===== config.mk =====
export PLATFORM = sky130hd
export DESIGN_NAME = dmem_lsu
export DESIGN_NICKNAME = d
export VERILOG_FILES = /design/src/rtl/dmem_lsu.sv
export SDC_FILE = /design/constraint.sdc
export NUM_CORES = 1
export LEC_CHECK = 0
export CAP_MARGIN = 40
export CORE_AREA = 2 2 115 117
export CTS_CLUSTER_SIZE = 25
export DETAILED_ROUTE_END_ITERATION = 8
export DIE_AREA = 0 0 117 119
export PLACE_DENSITY = 0.94
export SLEW_MARGIN = 30
export SYNTH_ARGS = -nofsm -noshare
export SYNTH_HDL_FRONTEND = slang
export SYNTH_SLANG_ARGS = --single-unit

===== constraint.sdc =====
create_clock -name clk -period 11.93 [get_ports clk]
set_clock_uncertainty 0.2 [all_clocks]
set_input_delay 2.386 -clock clk [delete_from_list [all_inputs] [get_ports clk]]
set_output_delay 2.386 -clock clk [all_outputs]
set_load 0.02 [all_outputs]

===== src/rtl/dmem_lsu.sv =====
// dmem_lsu: load/store unit between execute and the word-organised data memory.
// Accepts one RV32I memory operation at a time, drives a 1-cycle registered-read
// memory, steers store bytes onto lanes, and extracts/extends load results.
// Misaligned or illegal requests are reported on err_* without touching memory.
module dmem_lsu #(
    parameter int DMEM_AW = 10
) (
    input  logic               clk,
    input  logic               rst,
    input  logic               req_valid,
    output logic               req_ready,
    input  logic               req_we,
    input  logic [2:0]         req_funct3,
    input  logic [31:0]        req_addr,
    input  logic [31:0]        req_wdata,
    input  logic [4:0]         req_rd,
    output logic               dmem_en,
    output logic [3:0]         dmem_we,
    output logic [DMEM_AW-1:0] dmem_addr,
    output logic [31:0]        dmem_wdata,
    input  logic [31:0]        dmem_rdata,
    output logic               wb_valid,
    output logic [4:0]         wb_rd,
    output logic [31:0]        wb_data,
    output logic               err_valid,
    output logic [31:0]        err_addr
);

    typedef enum logic [1:0] {
        IDLE   = 2'd0,
        ACCESS = 2'd1,
        DATA   = 2'd2
    } state_t;

    state_t             state_q;

    // Request fields kept for the load return path
    logic               is_store_q;
    logic [2:0]         funct3_q;
    logic [1:0]         lane_q;
    logic [4:0]         rd_q;

    // Registered outputs
    logic               dmem_en_q;
    logic [3:0]         dmem_we_q;
    logic [DMEM_AW-1:0] dmem_addr_q;
    logic [31:0]        dmem_wdata_q;
    logic               wb_valid_q;
    logic [4:0]         wb_rd_q;
    logic [31:0]        wb_data_q;
    logic               err_valid_q;
    logic [31:0]        err_addr_q;

    // Next-value decode for the accept edge and the data edge
    logic               legal_d;
    logic [3:0]         st_we_d;
    logic [31:0]        st_wdata_d;
    logic [31:0]        ld_data_d;

    // Legality: funct3 must name a real access of this direction, and the
    // address must be aligned to the access size.
    function automatic logic is_legal(input logic       we,
                                      input logic [2:0] f3,
                                      input logic [1:0] lo);
        logic ok;
        case (f3)
            3'd0:    ok = 1'b1;
            3'd1:    ok = ~lo[0];
            3'd2:    ok = (lo == 2'b00);
            3'd4:    ok = ~we;
            3'd5:    ok = ~we & ~lo[0];
            default: ok = 1'b0;
        endcase
        return ok;
    endfunction

    // Byte-enable pattern for a legal store
    function automatic logic [3:0] store_we(input logic [2:0] f3,
                                            input logic [1:0] lane);
        logic [3:0] m;
        case (f3)
            3'd0:    m = 4'b0001 << lane;
            3'd1:    m = lane[1] ? 4'b1100 : 4'b0011;
            default: m = 4'b1111;
        endcase
        return m;
    endfunction

    // Store data is replicated across all lanes; the byte enables pick the
    // lane that actually gets written.
    function automatic logic [31:0] store_wdata(input logic [2:0]  f3,
                                                input logic [31:0] wd);
        logic [31:0] r;
        case (f3)
            3'd0:    r = {4{wd[7:0]}};
            3'd1:    r = {2{wd[15:0]}};
            default: r = wd;
        endcase
        return r;
    endfunction

    // Pull the addressed byte/half out of the read word and extend it
    function automatic logic [31:0] load_extract(input logic [2:0]  f3,
                                                 input logic [1:0]  lane,
                                                 input logic [31:0] word);
        logic [7:0]  b;
        logic [15:0] h;
        logic [31:0] r;
        b = word[{lane, 3'b000} +: 8];
        h = lane[1] ? word[31:16] : word[15:0];
        case (f3)
            3'd0:    r = {{24{b[7]}}, b};
            3'd1:    r = {{16{h[15]}}, h};
            3'd4:    r = {24'h0, b};
            3'd5:    r = {16'h0, h};
            default: r = word;
        endcase
        return r;
    endfunction

    // Decode the incoming request and the returning read word
    always_comb begin
        legal_d    = is_legal(req_we, req_funct3, req_addr[1:0]);
        st_we_d    = store_we(req_funct3, req_addr[1:0]);
        st_wdata_d = store_wdata(req_funct3, req_wdata);
        ld_data_d  = load_extract(funct3_q, lane_q, dmem_rdata);
    end

    // Ready only in IDLE and never while reset is asserted
    assign req_ready = (state_q == IDLE) && !rst;

    // Control FSM with all outputs registered; pulses default low each cycle
    always_ff @(posedge clk or posedge rst) begin
        if (rst) begin
            state_q      <= IDLE;
            is_store_q   <= 1'b0;
            funct3_q     <= 3'd0;
            lane_q       <= 2'd0;
            rd_q         <= 5'd0;
            dmem_en_q    <= 1'b0;
            dmem_we_q    <= 4'd0;
            dmem_addr_q  <= '0;
            dmem_wdata_q <= 32'd0;
            wb_valid_q   <= 1'b0;
            wb_rd_q      <= 5'd0;
            wb_data_q    <= 32'd0;
            err_valid_q  <= 1'b0;
            err_addr_q   <= 32'd0;
        end else begin
            wb_valid_q  <= 1'b0;
            err_valid_q <= 1'b0;
            case (state_q)
                IDLE: begin
                    if (req_valid && req_ready) begin
                        if (!legal_d) begin
                            // Rejected request: report and stay ready
                            err_valid_q <= 1'b1;
                            err_addr_q  <= req_addr;
                        end else begin
                            is_store_q  <= req_we;
                            funct3_q    <= req_funct3;
                            lane_q      <= req_addr[1:0];
                            rd_q        <= req_rd;
                            dmem_en_q   <= 1'b1;
                            dmem_we_q   <= req_we ? st_we_d : 4'd0;
                            dmem_addr_q <= req_addr[DMEM_AW+1:2];
                            if (req_we) begin
                                dmem_wdata_q <= st_wdata_d;
                            end
                            state_q <= ACCESS;
                        end
                    end
                end
                ACCESS: begin
                    // Strobe lasts exactly one cycle; loads wait for the read word
                    dmem_en_q <= 1'b0;
                    dmem_we_q <= 4'd0;
                    state_q   <= is_store_q ? IDLE : DATA;
                end
                DATA: begin
                    wb_valid_q <= 1'b1;
                    wb_rd_q    <= rd_q;
                    wb_data_q  <= ld_data_d;
                    state_q    <= IDLE;
                end
                default: begin
                    state_q <= IDLE;
                end
            endcase
        end
    end

    assign dmem_en    = dmem_en_q;
    assign dmem_we    = dmem_we_q;
    assign dmem_addr  = dmem_addr_q;
    assign dmem_wdata = dmem_wdata_q;
    assign wb_valid   = wb_valid_q;
    assign wb_rd      = wb_rd_q;
    assign wb_data    = wb_data_q;
    assign err_valid  = err_valid_q;
    assign err_addr   = err_addr_q;

endmodule

Word level (Yosys, flattened, before mapping) --
Index checks and enable logic that the tools add are counted.
Storage, ports and cells: flip-flop bits (word level) 131, word-level logic and storage cells 65, output and inout port bits 119, input port bits 108
Cells by class: shifts and indexed selects 2, eq/ne operators 11, mux-type cells 21, reduce and logical (&&, ||, !) cells 13, bitwise gates (word level) 4
Operator list (number):
- one-hot mux 32 bit (4 select lines) | 1
- one-hot mux 32 bit (2 select lines) | 1
- indexed part select 32 x 6 -> 8 bit | 1
- 2-to-1 mux 16 bit | 1
- 2-to-1 mux 4 bit | 4
- one-hot mux 4 bit (2 select lines) | 2
- equality test 3 bit, second input constant | 4
- AND reduction 3 bit | 3
- equality test 3 x 1 -> 1 bit, second input constant | 2
- logical NOT 3 bit | 2
- 2-to-1 mux 1 bit | 6
- 2-to-1 mux 2 bit | 3
- one-hot mux 1 bit (5 select lines) | 1
- logical NOT 2 bit | 2
- one-hot mux 2 bit (2 select lines) | 1
- AND reduction 4 bit | 1
- left shift 1 x 2 -> 4 bit, first input constant | 1
- equality test 3 x 2 -> 1 bit, second input constant | 1
- NOT 1 bit | 3
- equality test 2 x 1 -> 1 bit, second input constant | 1
- equality test 2 bit, second input constant | 1
- logical AND 1 bit | 2
- inequality test 2 x 1 -> 1 bit, second input constant | 1
- inequality test 2 bit, second input constant | 1
- other kinds (5) | 5

Longest topological paths before layout --
word-level depth 6, mapped depth 7, mapped depth without buffers 4

Worst setup path after synthesis --
Ideal clock, no wire load.
path type input-to-reg, start input rst, end register dmem_we_q[0] (netlist: dmem_we[0]), data arrival time 5898 ps, slack 5711 ps, stages on the path 4, required time 11609 ps, path through inv_1 a21oi_1 or3_1 a22o_1
On the way: longest elaborated chain between the ends 5
RTL lines:
- start: declaration | line 9 | input logic rst,
- logical NOT 1 bit (no source line)
- logical AND 1 bit | line 130 | assign req_ready = (state_q == IDLE) && !rst;
- logical AND 1 bit | line 154 | if (req_valid && req_ready) begin
- inequality test 2 x 1 -> 1 bit (no source line)
- AND reduction 3 bit (no source line)
- end signal: assignment | line 165 | dmem_we_q <= req_we ? st_we_d : 4'd0;
- end: declaration | line 45 | logic [3:0] dmem_we_q;
Every way passes these cells. A chain may end at the register's enable or synchronous reset.

Worst setup path in the final report --
start input rst, end output req_ready
On the way: longest elaborated chain between the ends 2
RTL lines:
- logical NOT 1 bit (no source line)
- logical AND 1 bit | line 130
- end: declaration | line 11 | output logic req_ready,
Every way passes these cells.

==> summary.txt <==
Status
  – Status: finished clean

Synthesis
  – Number of flops mapped to enable cells by yosys: 0
  – Synth top cells by count: sky130_fd_sc_hd__dfrtp_1 (131), sky130_fd_sc_hd__nand2_1 (80), sky130_fd_sc_hd__o21ai_0 (54)
  – Top_reg_cell synth: sky130_fd_sc_hd__dfrtp_1
  – Register bit total from synthesis: about 130
  – Synth async-reset ratio: between 90% and 100%
  – Cell type contributing the most total cell area after synthesis: sky130_fd_sc_hd__dfrtp_1
  – Number of distinct library cells after synthesis: 40
  – Most frequent cell after synthesis: sky130_fd_sc_hd__dfrtp_1
  – Post-synthesis instance area: approximately 6000 um^2
  – Portion of synthesized cell area occupied by the leading cell type: approximately 55%
  – Largest cells by area after synthesis: sky130_fd_sc_hd__dfrtp_1 (55%), sky130_fd_sc_hd__mux2_4 (7.3%), sky130_fd_sc_hd__mux2_2 (6.4%)
  – Avg Inst Size Synth: around 12 um^2
  – Mapped Cells: between 500 and 600
  – Total of warnings raised by yosys: 0
  – Post-synthesis sequential area ratio: 55.1%
  – Mapped Nets: 624

Power and ir drop
  – Static leakage power: between 3 and 4 nW
  – Total design power: between 1.5 and 2 mW
  – Pwr Density: approximately 200 nW/um^2
  – Peak supply drop: about 0.10 mV

Global route
  – Vias in the first global route: 5320
  – Initial antenna violation count: 0
  – Maximum number of pins on one net before global-route repair: between 80 and 90
  – Wire length of the first global-routing pass: 27100 um
  – Aggregate global-route resource usage: between 20% and 30%
  – Sum of overflow across all layers after global routing: 0

Layout
  – Number of antenna diodes: 0
  – Fin nets: between 800 and 900
  – Growth of design area from synthesis to finish: 50.9%
  – Fraction of layout cells with a size suffix above 1: 15.3%

Place
  – Detailed-placement wirelength estimate: between 10000 and 15000 um
  – Buffers added on ports: between 200 and 250
  – Placer Congestion: 0.861

CTS
  – Maximum number of buffers from clock root to sink: 2
  – H-Tree Level Count: 4
  – # Post-CTS Setup Buffers: 0
  – Skew-Pair Late Insertion Delay: ~0.42 ns
  – Inserted Clock Buffers: 17
  – Clock sink total: approximately 130
  – Reg clk slew, reported paths: 0.06 ns
  – Gates resized, CTS repair: 0
  – Count of hold-fix buffers inserted at cts: 0
  – CTS tree: yes
  – CTS root buffer: sky130_fd_sc_hd__clkbuf_16

Critical path
  – Category of the critical setup timing path: input pin to output pin
  – CP required: 9.34 ns
  – Reg2reg setup slack: roughly 9.4 ns
  – CP endpoint: req_ready
  – Maximum fanout encountered on the critical timing path: 3
  – Crit. End Element: output pin
  – Reg-to-reg startpoint: state_q[1]
  – Cell depth of the worst flop-to-flop path: 4
  – Worst setup path start: rst
  – CP startpoint kind: input pin
  – Endpoint of the most critical register-to-register path: err_addr[6]
  – Worst endpoint data arrival time: 3.75 ns

Routing
  – Vias post-DR: ~5000
  – Average routed wire per standard cell: 18.9 um
  – Drc violations: 0
  – Starting DRT DRC Count: slightly below 500
  – Detailed-route wire length: 17500 um
  – Antenna Violating Nets Remaining: 0
  – Vias/cell: 5.51
  – Iteration count of the initial detailed-routing pass: 5

Floorplan
  – I/O pin cnt: between 200 and 250
  – Die Span X: 117 um
  – Height of the die: about 120 um
  – Standard-cell row count: 42
  – Die area: roughly 14000 um^2
  – Core region area: between 10000 and 15000 um^2
  – Starting density of the core: between 40% and 50%

Timing
  – Transition at the pin with the smallest max-transition slack: around 0.72 ns
  – Number of failing hold endpoints at the final stage: 0
  – Setup violators final: 0
  – Max-slew violation count: 0
  – Unrepaired setup endpoints after global routing: false
  – Slew Limit Headroom: 52.2%
  – Aggregate negative setup slack: 0 ns
  – Clock period minus worst slack: 6.34 ns
  – Timing-limited maximum frequency: ~0.16 GHz
  – Period utilization: 53.1%

Flow run
  – Max-capacitance violation count: 0

Worst hold path
  – Hold/Removal Path Class: flip-flop to flip-flop
==> area by class of cell <==
cell class,count,area [um^2]
Fill cell,891,3900
Sequential cell,131,3280
Multi-Input combinational cell,343,2450
Timing Repair Buffer,238,2410
Clock buffer,19,453
Tap cell,176,220
Clock inverter,13,134
Inverter,6,27.5
==> registers in the layout, summed over array words and instances (netlist names) <==
signal and flops:
funct3_q 3, rd_q 5, dmem_wdata 32, err_addr 32, dmem_addr 10, wb_valid 1, err_valid 1, dmem_we 4
lane_q 2, wb_data 32, is_store_q 1, state_q 2, dmem_en 1, wb_rd 5
==> how the worst min path moves through the flow <==
stage / start / to / slack (ns) / cells past startpoint
global route: rd_q[1] / wb_rd[1] / 0.29 / 2
detailed placement: is_store_q / state_q[1] / 0.24 / 1
CTS: is_store_q / state_q[1] / 0.25 / 1
finish: is_store_q / state_q[1] / 0.26 / 1
global placement: is_store_q / state_q[1] / 0.22 / 1
floorplan: is_store_q / state_q[1] / 0.20 / 1
==> cells in the final DEF, fill, tap and decap left out, drive strengths merged <==
cell type,count
or3,1
nand2,81
and3,2
a21oi,17
nor4,1
nor4b,1
clkinvlp,6
nand3,15
a21o,1
o211ai,1
nand2b,11
clkdlybuf4s50,226
nor3,3
mux4,1
mux2i,32
a221o,1
o31ai,7
a221oi,1
a31oi,1
a22o,4
o2111ai,1
a21boi,1
clkbuf,19
dfrtp,131
bufinv,2
clkinv,4
nor2b,3
mux2,63
a32oi,2
a311oi,7
buf,12
o21ai,54
nand3b,7
a22oi,7
or4,1
inv,7
nor2,16
==> cell families after synthesis <==
| group | share of synthesized area, % |
|---|---|
| AND/OR/NAND/NOR | 11.0 |
| flip-flops | 55.1 |
| buffers and inverters | 3.87 |
| AO/OA/AOI/OAI | 10.6 |
| multiplexers | 19.5 |
==> per-stage QoR <==
step	setup slack [ns]	area (um^2)	hold slack (ns)	cells	utilization, %
2_1_floorplan	5.71	5950	0.203	516	-
4_1_cts	5.58	8890	0.252	921	69.1
3_3_place_gp	5.64	8260	0.215	886	64.2
3_5_place_dp	5.57	8310	0.243	889	64.5
6_report	5.59	8980	0.255	926	69.7
5_1_grt	5.55	8980	0.293	926	69.7
==> critical path, cell delays in order <==
cell and delay, ns:
sky130_fd_sc_hd__clkdlybuf4s50_1 0.51, sky130_fd_sc_hd__nor3_1 0.20, sky130_fd_sc_hd__clkdlybuf4s50_1 0.66
==> where the power goes <==
part | internal (mW) | switching, mW
registers | 0.568 | 0.0833
logic | 0.340 | 0.326
clock network | 0.317 | 0.199
==> layer usage <==
layer  GRT usage (%)  vias up  share of wire (%)
met3            8.45       47                8.3
met1            29.8     2494                 38
met2            42.7      289                 51
met5               0        -                  0
li1                -     2272                  -
met4            10.1        0                2.5
Note: power is estimated with default switching activity, not from simulation.
